## config.mk

```make
export PLATFORM = sky130hd
export DESIGN_NAME = mc_ctrl_fsm
export DESIGN_NICKNAME = d
export VERILOG_FILES = /design/src/rtl/mips_pkg.sv /design/src/rtl/mc_wait_cnt.sv /design/src/rtl/mc_ctrl_fsm.sv
export SDC_FILE = /design/constraint.sdc
export NUM_CORES = 1
export LEC_CHECK = 0
export BUFFER_PORTS_ARGS = -buffer_cell sky130_fd_sc_hd__clkbuf_2
export CAP_MARGIN = 40
export CORE_MARGIN = 2
export CORE_UTILIZATION = 39
export CTS_CLUSTER_DIAMETER = 80
export DETAILED_ROUTE_END_ITERATION = 8
export PLACE_DENSITY_LB_ADDON = 0.08
export RECOVER_POWER = 100
export SKIP_CTS_REPAIR_TIMING = 1
export SYNTH_ARGS = -nofsm -noshare
export SYNTH_HDL_FRONTEND = slang
export SYNTH_HIERARCHICAL = 1
export SYNTH_SLANG_ARGS = --single-unit
export TNS_END_PERCENT = 100
```

## constraint.sdc

```tcl
create_clock -name clk -period 2.85 [get_ports clk]
set_clock_uncertainty 0.05 [all_clocks]
set_input_delay 0.285 -clock clk [delete_from_list [all_inputs] [get_ports clk]]
set_output_delay 0.285 -clock clk [all_outputs]
set_load 0.01 [all_outputs]
```

## src/rtl/mips_pkg.sv

```systemverilog
// Shared encodings for the multi-cycle MIPS controller: opcodes, state codes,
// ALU/mux select values and the bundled control-word type.
package mips_pkg;

    localparam logic [5:0] OP_R    = 6'b000000;
    localparam logic [5:0] OP_LW   = 6'b100011;
    localparam logic [5:0] OP_SW   = 6'b101011;
    localparam logic [5:0] OP_BEQ  = 6'b000100;
    localparam logic [5:0] OP_J    = 6'b000010;
    localparam logic [5:0] OP_ADDI = 6'b001000;

    localparam logic [3:0] S_FETCH  = 4'd0;
    localparam logic [3:0] S_DECODE = 4'd1;
    localparam logic [3:0] S_MEMADR = 4'd2;
    localparam logic [3:0] S_MEMRD  = 4'd3;
    localparam logic [3:0] S_MEMWB  = 4'd4;
    localparam logic [3:0] S_MEMWR  = 4'd5;
    localparam logic [3:0] S_EXEC   = 4'd6;
    localparam logic [3:0] S_ALUWB  = 4'd7;
    localparam logic [3:0] S_BRANCH = 4'd8;
    localparam logic [3:0] S_JUMP   = 4'd9;
    localparam logic [3:0] S_ADDIEX = 4'd10;
    localparam logic [3:0] S_ADDIWB = 4'd11;

    localparam logic [1:0] ALU_ADD   = 2'b00;
    localparam logic [1:0] ALU_SUB   = 2'b01;
    localparam logic [1:0] ALU_FUNCT = 2'b10;

    localparam logic [1:0] SRCB_RT    = 2'b00;
    localparam logic [1:0] SRCB_FOUR  = 2'b01;
    localparam logic [1:0] SRCB_IMM   = 2'b10;
    localparam logic [1:0] SRCB_IMMSH = 2'b11;

    localparam logic [1:0] PCS_ALU    = 2'b00;
    localparam logic [1:0] PCS_ALUOUT = 2'b01;
    localparam logic [1:0] PCS_JUMP   = 2'b10;

    typedef struct packed {
        logic       pcWrite;
        logic       pcWriteCond;
        logic       iorD;
        logic       memRead;
        logic       memWrite;
        logic       memtoReg;
        logic       irWrite;
        logic [1:0] pcSource;
        logic [1:0] aluOp;
        logic       aluSrcA;
        logic [1:0] aluSrcB;
        logic       regWrite;
        logic       regDst;
    } ctrl_t;

    // States that own the memory port and therefore run the wait counter.
    function automatic logic isMemState(input logic [3:0] s);
        return (s == S_FETCH) || (s == S_MEMRD) || (s == S_MEMWR);
    endfunction

endpackage

```

## src/rtl/mc_wait_cnt.sv

```systemverilog
// Memory-wait counter: counts stalled cycles in a memory state and flags when
// WAIT_MAX stalls have already elapsed.
module mc_wait_cnt #(
    parameter int WAIT_MAX = 15
) (
    input  logic clk,
    input  logic rst,
    input  logic clr,
    input  logic inc,
    output logic expired
);

    logic [7:0] cnt;

    always_ff @(posedge clk or posedge rst) begin
        if (rst)
            cnt <= 8'd0;
        else if (clr)
            cnt <= 8'd0;
        else if (inc)
            cnt <= cnt + 8'd1;
    end

    assign expired = (cnt == 8'(WAIT_MAX));

endmodule

```

## src/rtl/mc_ctrl_fsm.sv

```systemverilog
// Multi-cycle MIPS main controller (R/LW/SW/BEQ/J) with memory-ready timeout.
// Define MC_CTRL_ADDI_EN to add ADDI decode (ADDIEX/ADDIWB states).
module mc_ctrl_fsm
    import mips_pkg::*;
#(
    parameter int WAIT_MAX = 15
) (
    input  logic       clk,
    input  logic       rst,
    input  logic [5:0] op,
    input  logic       mem_ready,
    output logic       PCWrite,
    output logic       PCWriteCond,
    output logic       IorD,
    output logic       MemRead,
    output logic       MemWrite,
    output logic       MemtoReg,
    output logic       IRWrite,
    output logic [1:0] PCSource,
    output logic [1:0] ALUOp,
    output logic       ALUSrcA,
    output logic [1:0] ALUSrcB,
    output logic       RegWrite,
    output logic       RegDst,
    output logic       illegal_op,
    output logic       mem_timeout,
    output logic [3:0] state
);

    logic [3:0] stateQ, stateNext;
    logic [5:0] opQ;
    logic       inMem, cntExpired, timeout, illegalDec;
    logic       cntClr, cntInc;
    ctrl_t      ctrl;

    assign inMem   = isMemState(stateQ);
    assign timeout = inMem && !mem_ready && cntExpired;

    // FETCH can time out back into FETCH, so a timeout clears even without a state change.
    assign cntClr = !inMem || (stateNext != stateQ) || timeout;
    assign cntInc = !mem_ready;

    mc_wait_cnt #(.WAIT_MAX(WAIT_MAX)) uWaitCnt (
        .clk     (clk),
        .rst     (rst),
        .clr     (cntClr),
        .inc     (cntInc),
        .expired (cntExpired)
    );

    always_ff @(posedge clk or posedge rst) begin
        if (rst) begin
            stateQ <= S_FETCH;
            opQ    <= OP_R;
        end else begin
            stateQ <= stateNext;
            if (stateQ == S_DECODE)
                opQ <= op;
        end
    end

    always_comb begin
        stateNext  = S_FETCH;
        illegalDec = 1'b0;
        case (stateQ)
            S_FETCH:  stateNext = (mem_ready && !timeout) ? S_DECODE : S_FETCH;
            S_DECODE: begin
                case (op)
                    OP_LW, OP_SW: stateNext = S_MEMADR;
                    OP_R:         stateNext = S_EXEC;
                    OP_BEQ:       stateNext = S_BRANCH;
                    OP_J:         stateNext = S_JUMP;
`ifdef MC_CTRL_ADDI_EN
                    OP_ADDI:      stateNext = S_ADDIEX;
`endif
                    default: begin
                        stateNext  = S_FETCH;
                        illegalDec = 1'b1;
                    end
                endcase
            end
            S_MEMADR: stateNext = (opQ == OP_LW) ? S_MEMRD : S_MEMWR;
            S_MEMRD: begin
                if (timeout)        stateNext = S_FETCH;
                else if (mem_ready) stateNext = S_MEMWB;
                else                stateNext = S_MEMRD;
            end
            S_MEMWR:  stateNext = (mem_ready || timeout) ? S_FETCH : S_MEMWR;
            S_EXEC:   stateNext = S_ALUWB;
`ifdef MC_CTRL_ADDI_EN
            S_ADDIEX: stateNext = S_ADDIWB;
`endif
            default:  stateNext = S_FETCH;
        endcase
    end

    always_comb begin
        ctrl = '0;
        case (stateQ)
            S_FETCH: begin
                ctrl.memRead  = 1'b1;
                ctrl.aluSrcB  = SRCB_FOUR;
                ctrl.aluOp    = ALU_ADD;
                ctrl.pcSource = PCS_ALU;
                ctrl.irWrite  = mem_ready;
                ctrl.pcWrite  = mem_ready;
            end
            S_DECODE: begin
                ctrl.aluSrcB = SRCB_IMMSH;
                ctrl.aluOp   = ALU_ADD;
            end
            S_MEMADR: begin
                ctrl.aluSrcA = 1'b1;
                ctrl.aluSrcB = SRCB_IMM;
            end
            S_MEMRD: begin
                ctrl.memRead = 1'b1;
                ctrl.iorD    = 1'b1;
            end
            S_MEMWB: begin
                ctrl.regWrite = 1'b1;
                ctrl.memtoReg = 1'b1;
            end
            S_MEMWR: begin
                ctrl.memWrite = 1'b1;
                ctrl.iorD     = 1'b1;
            end
            S_EXEC: begin
                ctrl.aluSrcA = 1'b1;
                ctrl.aluSrcB = SRCB_RT;
                ctrl.aluOp   = ALU_FUNCT;
            end
            S_ALUWB: begin
                ctrl.regWrite = 1'b1;
                ctrl.regDst   = 1'b1;
            end
            S_BRANCH: begin
                ctrl.aluSrcA     = 1'b1;
                ctrl.aluSrcB     = SRCB_RT;
                ctrl.aluOp       = ALU_SUB;
                ctrl.pcWriteCond = 1'b1;
                ctrl.pcSource    = PCS_ALUOUT;
            end
            S_JUMP: begin
                ctrl.pcWrite  = 1'b1;
                ctrl.pcSource = PCS_JUMP;
            end
`ifdef MC_CTRL_ADDI_EN
            S_ADDIEX: begin
                ctrl.aluSrcA = 1'b1;
                ctrl.aluSrcB = SRCB_IMM;
            end
            S_ADDIWB: ctrl.regWrite = 1'b1;
`endif
            default: ctrl = '0;
        endcase
        // A timed-out FETCH must not capture a stale IR or bump the PC.
        if (timeout) begin
            ctrl.irWrite  = 1'b0;
            ctrl.pcWrite  = 1'b0;
            ctrl.regWrite = 1'b0;
        end
        if (rst)
            ctrl = '0;
    end

    assign PCWrite     = ctrl.pcWrite;
    assign PCWriteCond = ctrl.pcWriteCond;
    assign IorD        = ctrl.iorD;
    assign MemRead     = ctrl.memRead;
    assign MemWrite    = ctrl.memWrite;
    assign MemtoReg    = ctrl.memtoReg;
    assign IRWrite     = ctrl.irWrite;
    assign PCSource    = ctrl.pcSource;
    assign ALUOp       = ctrl.aluOp;
    assign ALUSrcA     = ctrl.aluSrcA;
    assign ALUSrcB     = ctrl.aluSrcB;
    assign RegWrite    = ctrl.regWrite;
    assign RegDst      = ctrl.regDst;
    assign illegal_op  = !rst && illegalDec;
    assign mem_timeout = !rst && timeout;
    assign state       = rst ? S_FETCH : stateQ;

endmodule

```

==> results.json <==
{
  "grt_use_total": 0.169,
  "first_pass_iters": 4,
  "routed_wl_mm": 2.95,
  "remaining_drc_errors": 0,
  "coreArea_um2": 3080,
  "insertion_delay_ps": 290,
  "place_congestion": 0.869,
  "synthTopCellsByCount": "nand2_1, dfrtp_1, nor2_1",
  "maxCapViolations": 0,
  "io_buffers": 30,
  "slew_headroom": 0.470,
  "cts_tree": "done",
  "grtUsageMet3": 0.0252,
  "ctsLongestPathBuffers": 2,
  "antenna_found_initial": 0,
  "fin_setup_tns_ps": 0,
  "synth.most_common_cell": "nand2_1",
  "rows": 20,
  "drv_slew": 0,
  "clock-sinks": 18,
  "synth-seq-cells": 18,
  "initial_core_util": 0.415,
  "path_clk_slew_ps": 110,
  "area_growth_pct": 11.8,
  "synthArstFlopShare": 1.00,
  "fin_nets": 195,
  "ys_warn_count": 6,
  "crit_required_ps": 3020,
  "fmax_mhz": 391,
  "ys_seq_area_frac": 0.352,
  "grt_pass1_wl_mm": 4.77,
  "post-route-min-period_ps": 2560,
  "hp-class": "input port to asynchronous set/reset pin",
  "ir_worst_vdd_mv": 0.198,
  "synth_top_area_share": 0.352,
  "fp.dieH_um": 61.3,
  "cts_buffers": 3,
  "cts_max_level": 1,
  "ant_nets": 0,
  "status": "finished, final reports clean",
  "post_synth_num_cell_types": 43,
  "place_hpwl_mm": 2.27,
  "wl_per_cell_um": 12.9,
  "root_buffer": "clkbuf_4",
  "cp.arrival_ps": 2730,
  "setup_viol": 0,
  "synth_ff_type": "dfrtp_1",
  "avgSynthCellArea_um2": 8.09,
  "synthesis.area_um2": 1280,
  "p_total_w": 0.000625,
  "fill_cells": 341,
  "criticalPathCategory": "flip-flop to flip-flop",
  "tightest_slew_ps": 795,
  "dr_total_vias": 1218,
  "rsz0062_at_grt": "false",
  "drive_gt1_frac": 0.120,
  "grt_overflow": 0,
  "end_kind": "flip-flop",
  "synth_fp_nets": 168,
  "drtIter0Drc": 85,
  "busiest_layer": "met2",
  "ys_top_cells_by_area": "dfrtp_1, nand2_1, nor2_1",
  "start_kind": "flip-flop",
  "syn_inst": 158,
  "num_io_pins": 31,
  "die_w_um": 61.3,
  "grtUsageMet1": 0.236,
  "dieArea_um2": 3750,
  "powerDensity_nw_per_um2": 437,
  "antenna_cells": 0,
  "use_met2": 0.271,
  "synth_top_area_cell": "dfrtp_1",
  "seq_area_um2": 450,
  "p_leak_nw": 0.639,
  "synth_edf_count": 0,
  "hold_violations": 0,
  "grt_max_degree": 22,
  "grt_pass1_vias": 1053,
  "fin_crit_sh": 0.898,
  "via_per_inst": 5.34,
  "crit_fanout": 5,
  "multi_input_area_um2": 731
}
-- worst max-delay path, cell delays in order (launching register included) --
cell and delay, ps:
dfrtp_1 420, nor4_1 260, and4_1 320, nor2_1 110, a2bb2oi_1 160, nor2_1 50
o311ai_1 390, o2111ai_2 210, or3_1 380, a21oi_1 150
-- path summary, 6_finish.rpt --
check,slack [ps],depth (start not counted),startpoint,to
worst min register to register,440,2,opQ[1],opQ[1]
min in group clk,150,2,op[4],stateQ[3]
max in group asynchronous,2330,2,rst,opQ[5]
worst min-delay path,50,2,rst,uWaitCnt/cnt[1]
worst max-delay path,290,9,uWaitCnt/cnt[6],uWaitCnt/cnt[7]
worst max register to register,290,9,uWaitCnt/cnt[6],uWaitCnt/cnt[7]
-- cells by family after synthesis --
kind of cell               count (synthesis)  synth area share
xor gates and xnor gates                   7            0.0479
AOI/OAI and AO/OA                         24             0.130
and+or+nand+nor                           89             0.362
muxes                                      3            0.0245
adders and majority gates                  1           0.00978
buffers and inverters                     16            0.0734
DFF                                       18             0.352
-- placed cells by master (no fill, tap or decap), drive strengths merged, types with 2 or more instances in the layout --
cell,netlist,routed
a2bb2oi,2,2
clkbuf,6,39
or2,2,2
nand2b,2,2
a21oi,6,6
mux2i,2,2
dfrtp,18,18
xnor2,2,2
nor3,8,8
nor2,16,16
or3,5,5
nand3,3,3
and4,2,2
o21ai,6,6
and2,2,2
xor2,5,5
nand2,26,26
and3,3,3
inv,3,3
nand4,3,3
nor2b,8,8
nor4,4,4
-- state kept, by name, indices dropped and copies added, names as in the netlist --
signal	cells
opQ	6
stateQ	4
uWaitCnt/cnt	8
-- stage by stage --
step	util	hold WS (ps)	cell area, um^2	cells	setup WS, ps
after floorplan	-	50.7	1280	158	516
after global placement	0.467	306	1440	224	442
after detailed placement	0.467	325	1440	224	324
after CTS	0.479	2.98	1480	228	298
after global routing	0.465	105	1430	228	61.0
final	0.465	46.1	1430	228	290
-- routing by layer --
| layer | share of wire | wire length, um |
|---|---|---|
| met1 | 0.50 | 1460 |
| met2 | 0.44 | 1310 |
| met3 | 0.055 | 161 |
| met4 | 0.0061 | 18 |
| met5 | 0 | 0 |
-- final cells by class --
type,count,area share
Clock buffer,4,0.0254
Inverter,3,0.00787
Multi-Input combinational cell,124,0.511
Sequential cell,18,0.315
Tap cell,44,0.0385
Timing Repair Buffer,35,0.102
-- power by group --
group	internal [W]	leakage [nW]	switching [W]
Clock	0.0000777	0.0210	0.0000812
Combinational	0.0000600	0.379	0.000102
Sequential	0.000284	0.239	0.0000203
Total	0.000422	0.639	0.000203
(Power assumes the default switching activity.)
